==> config.mk <==
export PLATFORM = sky130hd
export DESIGN_NAME = prog_sequencer
export DESIGN_NICKNAME = d
export VERILOG_FILES = /design/src/rtl/uproc_pkg.sv /design/src/rtl/prog_sequencer.sv
export SDC_FILE = /design/constraint.sdc
export NUM_CORES = 1
export LEC_CHECK = 0
export CORE_MARGIN = 5
export CORE_UTILIZATION = 37
export DETAILED_ROUTE_END_ITERATION = 10
export PLACE_DENSITY = 0.65
export SLEW_MARGIN = 40
export SYNTH_ARGS = -nofsm -noshare
export SYNTH_HDL_FRONTEND = slang
export SYNTH_SLANG_ARGS = --single-unit
export TNS_END_PERCENT = 20
==> constraint.sdc <==
create_clock -name clk -period 2.85 [get_ports clk]
set_input_delay 0.57 -clock clk [delete_from_list [all_inputs] [get_ports clk]]
set_output_delay 0.57 -clock clk [all_outputs]
set_load 0.05 [all_outputs]
==> src/rtl/uproc_pkg.sv <==
// Shared uProcessor definitions: ALU codes, ROM control word layout and the
// program sequencer state encoding.
package uproc_pkg;

    localparam logic [2:0] ALU_LDR = 3'd0;
    localparam logic [2:0] ALU_ADD = 3'd1;
    localparam logic [2:0] ALU_SUB = 3'd2;
    localparam logic [2:0] ALU_NOT = 3'd3;
    localparam logic [2:0] ALU_AND = 3'd4;
    localparam logic [2:0] ALU_DEF = 3'd7;

    typedef struct packed {
        logic [3:0] reg_addr;
        logic [2:0] alu_code;
        logic       reg_ce;
        logic       cy_ce;
        logic       a_ce;
        logic       reset_cy;
    } ctrl_word_t;

    typedef enum logic [2:0] {
        SEQ_IDLE  = 3'd0,
        SEQ_RUN   = 3'd1,
        SEQ_STEP  = 3'd2,
        SEQ_PAUSE = 3'd3,
        SEQ_DONE  = 3'd4
    } seq_state_t;

endpackage

==> src/rtl/prog_sequencer.sv <==
// Program sequencer: drives the control ROM address, handles run/step/pause/
// breakpoint control and gates the ROM enables to executed cycles only.
module prog_sequencer
    import uproc_pkg::*;
#(
    parameter int unsigned ADDR_W   = 5,
    parameter int unsigned END_ADDR = 12,
    parameter bit          LOOP     = 1'b0,
    parameter int unsigned CNT_W    = 8
) (
    input  logic              clk,
    input  logic              rst_n,
    input  logic              start,
    input  logic              step,
    input  logic              halt_req,
    input  logic              brk_en,
    input  logic [ADDR_W-1:0] brk_addr,
    output logic [ADDR_W-1:0] addr,
    input  logic              rom_reg_ce,
    input  logic              rom_cy_ce,
    input  logic              rom_a_ce,
    input  logic              rom_rst_cy,
    output logic              reg_ce,
    output logic              cy_ce,
    output logic              a_ce,
    output logic              reset_cy,
    output logic              running,
    output logic              done,
    output logic [CNT_W-1:0]  instr_cnt
);

    if (END_ADDR >= (1 << ADDR_W)) begin : g_end_addr_check
        $error("prog_sequencer: END_ADDR does not fit in ADDR_W bits");
    end

    localparam logic [ADDR_W-1:0] END_A = ADDR_W'(END_ADDR);
    localparam logic [ADDR_W-1:0] ONE_A = {{(ADDR_W-1){1'b0}}, 1'b1};
    localparam logic [ADDR_W-1:0] ZERO_A = {ADDR_W{1'b0}};
    localparam logic [CNT_W-1:0]  ONE_C = {{(CNT_W-1){1'b0}}, 1'b1};
    localparam logic [CNT_W-1:0]  ZERO_C = {CNT_W{1'b0}};
    localparam logic [CNT_W-1:0]  MAX_C = {CNT_W{1'b1}};

    seq_state_t        state_r, next_state_s;
    logic [ADDR_W-1:0] addr_r, next_addr_s, addr_inc_s;
    logic [CNT_W-1:0]  cnt_r;
    logic              clr_cnt_s;
    logic              exec_s;

    assign addr_inc_s = addr_r + ONE_A;
    assign exec_s     = ((state_r == SEQ_RUN) || (state_r == SEQ_STEP)) && rst_n;

    // Next-state and program counter decode
    always_comb begin
        next_state_s = state_r;
        next_addr_s  = addr_r;
        clr_cnt_s    = 1'b0;
        case (state_r)
            SEQ_IDLE, SEQ_PAUSE: begin
                if (start) begin
                    next_state_s = SEQ_RUN;
                    clr_cnt_s    = (state_r == SEQ_IDLE);
                end else if (step) begin
                    next_state_s = SEQ_STEP;
                    clr_cnt_s    = (state_r == SEQ_IDLE);
                end else begin
                    next_state_s = state_r;
                end
            end
            SEQ_RUN: begin
                if (addr_r == END_A) begin
                    if (LOOP) begin
                        next_addr_s = ZERO_A;
                    end else begin
                        next_state_s = SEQ_DONE;
                    end
                end else if (halt_req) begin
                    next_addr_s  = addr_inc_s;
                    next_state_s = SEQ_PAUSE;
                end else if (brk_en && (addr_inc_s == brk_addr)) begin
                    // The breakpoint instruction itself is left unexecuted
                    next_addr_s  = addr_inc_s;
                    next_state_s = SEQ_PAUSE;
                end else begin
                    next_addr_s = addr_inc_s;
                end
            end
            SEQ_STEP: begin
                if (addr_r == END_A) begin
                    if (LOOP) begin
                        next_addr_s  = ZERO_A;
                        next_state_s = SEQ_PAUSE;
                    end else begin
                        next_state_s = SEQ_DONE;
                    end
                end else begin
                    next_addr_s  = addr_inc_s;
                    next_state_s = SEQ_PAUSE;
                end
            end
            SEQ_DONE: begin
                if (start) begin
                    next_addr_s  = ZERO_A;
                    next_state_s = SEQ_RUN;
                    clr_cnt_s    = 1'b1;
                end else begin
                    next_state_s = SEQ_DONE;
                end
            end
            default: begin
                next_state_s = SEQ_IDLE;
                next_addr_s  = ZERO_A;
            end
        endcase
    end

    // State, program counter and executed-instruction counter registers
    always_ff @(posedge clk) begin
        if (!rst_n) begin
            state_r <= SEQ_IDLE;
            addr_r  <= ZERO_A;
            cnt_r   <= ZERO_C;
        end else begin
            state_r <= next_state_s;
            addr_r  <= next_addr_s;
            if (clr_cnt_s) begin
                cnt_r <= ZERO_C;
            end else if (exec_s && (cnt_r != MAX_C)) begin
                cnt_r <= cnt_r + ONE_C;
            end else begin
                cnt_r <= cnt_r;
            end
        end
    end

    // ROM enables reach the datapath only on executed cycles, never during reset
    always_comb begin
        reg_ce   = rom_reg_ce & exec_s;
        cy_ce    = rom_cy_ce & exec_s;
        a_ce     = rom_a_ce & exec_s;
        reset_cy = rom_rst_cy & exec_s;
    end

    assign addr      = addr_r;
    assign running   = (state_r == SEQ_RUN);
    assign done      = (state_r == SEQ_DONE);
    assign instr_cnt = cnt_r;

endmodule

==> summary.txt, run 1 <==
Routing
  • WL final: ~2.6 mm
  • DRC Markers: 0
  • Via-per-instance ratio: around 5.3
  • Router iterations before antenna repair: 4
  • Detail Route Antenna Nets: 0
  • Vias: 1029
  • Drt first-iter violations: 58
  • WL/cell: roughly 14 microns

Clocking
  • Htree depth: 1
  • CTS Sinks: 16
  • Resized cells post-CTS: 0
  • TritonCTS clock tree: yes
  • Clock insertion delay at the later pin of the skew report: 0.28 ns
  • CTS max path bufs: 2
  • Clock-pin slew on the worst setup and hold paths: roughly 0.090 ns
  • Post-CTS Setup Inserts: 0
  • CTS buffer count: 3
  • Clock root buffer master: clkbuf_4
  • Hold Buf Count CTS: 0

Outcome
  • Status: complete, no violations

STA
  • Post-route clock period utilization: between 80% and 90%
  • Slew headroom: between 60% and 70%
  • Clock Skew: 0.00557 ns
  • FMAX: approximately 400 MHz
  • Final Hold Vio Count: 0
  • Count of final setup violators: 0
  • Fin. max-slew vios: 0
  • RSZ-0062 raised after global routing: false
  • Fin crit period: 2.48 ns
  • Slew at the pin with the worst max-slew slack: ~0.51 ns
  • Setup_tns: 0 ns

Final layout
  • Layout cells sized above 1: about 8.0%
  • Flip-flop and latch area: approximately 320 sq um
  • Fill cell count: ~280
  • Commonest non-fill, non-tap cell in the layout: clkdlybuf4s50_1
  • Syn-to-layout area delta: 41.5%
  • N_diodes: 0
  • Multi-input logic area: just under 700 sq um
  • Commonest cells after routing, fill and taps aside: clkdlybuf4s50_1, nand2_1, dfxtp_1
  • Final #Nets: around 180

Global routing
  • GRT Overall Usage: roughly 14%
  • First-pass GRT wire length: around 4.6 mm
  • Largest net degree at the start of global routing: 14
  • Initial antenna violation count: 0
  • Global route overflow: 0
  • Vias in the first global route: between 900 and 1k

Worst setup path
  • Crit end category: output port
  • Slowest cell delay on critical path: 0.85 ns
  • Worst r2r src: addr[0]
  • CP top delay family: buffers and inverters
  • Worst EP arrival: between 1.5 and 2 ns
  • CP max-delay cell: clkdlybuf4s50_1
  • Reg2Reg Depth: 7
  • Worst setup path class: flip-flop to output port
  • Worst r2r dst: state_r[1]
  • Required time worst endpoint: ~2.3 ns
  • Max Fanout on Critical Path: 10
  • Cells along the critical path: nor3b_1 -> clkdlybuf4s50_1
  • Startpoint types: flip-flop
  • Buf+Inv Stages, Crit Path: 1
  • Reg-to-reg slack, setup: 0.63 ns

Synthesis
  • Syn_nets: 148
  • FF+latch count, synth: 16
  • Gate Count Post-Synth: 130
  • Area of the mapped netlist: around 1000 sq um
  • Register area share after synthesis: a little under a third
  • Post-synth cell types: 34
  • YS warnings: 0
  • Post-Syn Area per Cell: about 8 sq um

Min path
  • HP Class: flip-flop to flip-flop
  • Worst hold path depth: 2
  • Min-delay src: instr_cnt[5]
  • Hold endpoint: instr_cnt[5]

Power
  • Tot Pwr: around 1.1 mW
  • P per Cell Area: 719 nW/um^2
  • Static leakage: roughly 0.52 nW
  • Peak VDD IR: between 400 and 500 uV

Placement
  • Routability cong.: around 0.86
  • Post-detail-place hpwl: 2.08 mm
  • Number of port buffers: 33

Die
  • I/O pin total: 34
  • Core box area: around 2700 sq um
  • Die area: a little under 4000 sq um
  • DIE WIDTH: 62.9 microns
  • Starting density of the core: around two fifths
  • Die Span Y: around 63 microns
  • Row count: 19

Run
  • Reported max-cap violation count: 0
## cell families (layout without fill, tap and decap cells)
group | after synthesis | count (layout) | share of synthesized area [%]
adders and majority gates | 3 | 3 | 3.62
and+or+nand+nor | 61 | 61 | 31.4
AOI/OAI and AO/OA | 26 | 26 | 17.7
buffers and inverters | 9 | 42 | 3.62
DFF | 16 | 16 | 30.9
muxes | 1 | 1 | 0.965
xor gates and xnor gates | 14 | 14 | 11.8
## stage by stage
stage	setup slack, ns	std cells	utilization (%)	instance area, sq um	hold slack [ns]
after floorplan	0.275	130	-	1040	0.622
after global placement	0.412	190	52.8	1430	0.521
after detailed placement	0.397	190	52.8	1430	0.539
after CTS	0.339	194	54.2	1470	0.563
after global routing	0.213	194	54.2	1470	0.603
final	0.366	194	54.2	1470	0.561
## cell usage after synthesis
library cell / n / share of area [%]
nand4b_1: 1 / 0.84
or3_1: 1 / 0.60
nand2b_1: 1 / 0.60
a31oi_2: 1 / 1.2
a21oi_1: 7 / 3.4
nand3_1: 7 / 3.4
o41ai_1: 1 / 0.84
nor3b_2: 1 / 1.2
o211ai_1: 2 / 1.4
nor2_1: 12 / 4.3
clkbuf_1: 4 / 1.4
buf_4: 1 / 0.72
nor3_1: 5 / 2.4
a21boi_0: 1 / 0.72
nand3b_1: 1 / 0.72
inv_1: 4 / 1.4
and2_1: 5 / 3.0
or3b_4: 1 / 1.1
ha_1: 3 / 3.6
dfxtp_1: 16 / 31
and3b_1: 1 / 0.84
nor3b_1: 3 / 2.2
nor2b_1: 3 / 1.8
o21ai_0: 8 / 3.9
a311oi_4: 1 / 2.5
xor2_1: 6 / 5.1
xnor2_1: 8 / 6.8
and4b_1: 2 / 1.9
o311ai_0: 1 / 0.84
o31ai_1: 2 / 1.4
nand4_1: 1 / 0.60
a211oi_1: 2 / 1.4
mux2i_1: 1 / 0.97
nand2_1: 16 / 5.8
## power by group
part | switching, mW | total, mW | internal (mW)
clock network | 0.0677 | 0.145 | 0.0777
registers | 0.0629 | 0.316 | 0.253
logic | 0.338 | 0.593 | 0.255
total | 0.469 | 1.05 | 0.586
## worst reg2reg max path, stage by stage (launching register included)
cell and delay (ns):
dfxtp_1 0.53, ha_1 0.33, nand3_1 0.19, or3_1 0.34, o211ai_1 0.11, nand3_1 0.15, o311ai_0 0.29, and4b_1 0.23
## flip-flops by register name, indices dropped and copies added (netlist names)
signal / cells
addr: 5
instr_cnt: 8
state_r: 3
## layer usage
metal / routed length [microns] / part of all wire (%) / vias to the layer above / global-route usage (%)
li1: - / - / 525 / -
met1: 1200 / 45 / 475 / 17.2
met2: 1280 / 48 / 25 / 22.6
met3: 136 / 5.2 / 4 / 4.14
met4: 26 / 0.99 / 0 / 3.98
met5: 0 / 0 / - / 0
## area by class of cell
type / instances / share of cell area (%)
Clock buffer: 4 / 2.47
Multi-Input combinational cell: 105 / 46.3
Inverter: 4 / 1.02
Tap cell: 31 / 2.64
Timing Repair Buffer: 34 / 25.7
Sequential cell: 16 / 21.8
## worst max-delay path by stage
stage / cells past startpoint / from / end
after floorplan: 7 / state_r[0] / state_r[1]
after global placement: 5 / rst_n / reset_cy
after detailed placement: 5 / rst_n / a_ce
after CTS: 2 / state_r[0] / running
after global routing: 2 / state_r[0] / running
final: 2 / state_r[0] / running
No activity file was read; power rests on OpenSTA's default activity.
==> inputs of run 2 (changes only) <==
- ABC_CLOCK_PERIOD_IN_PS: not set -> 2850
==> results of run 2 <==
The final DEF is identical to that of run 1; final timing and power are the same.
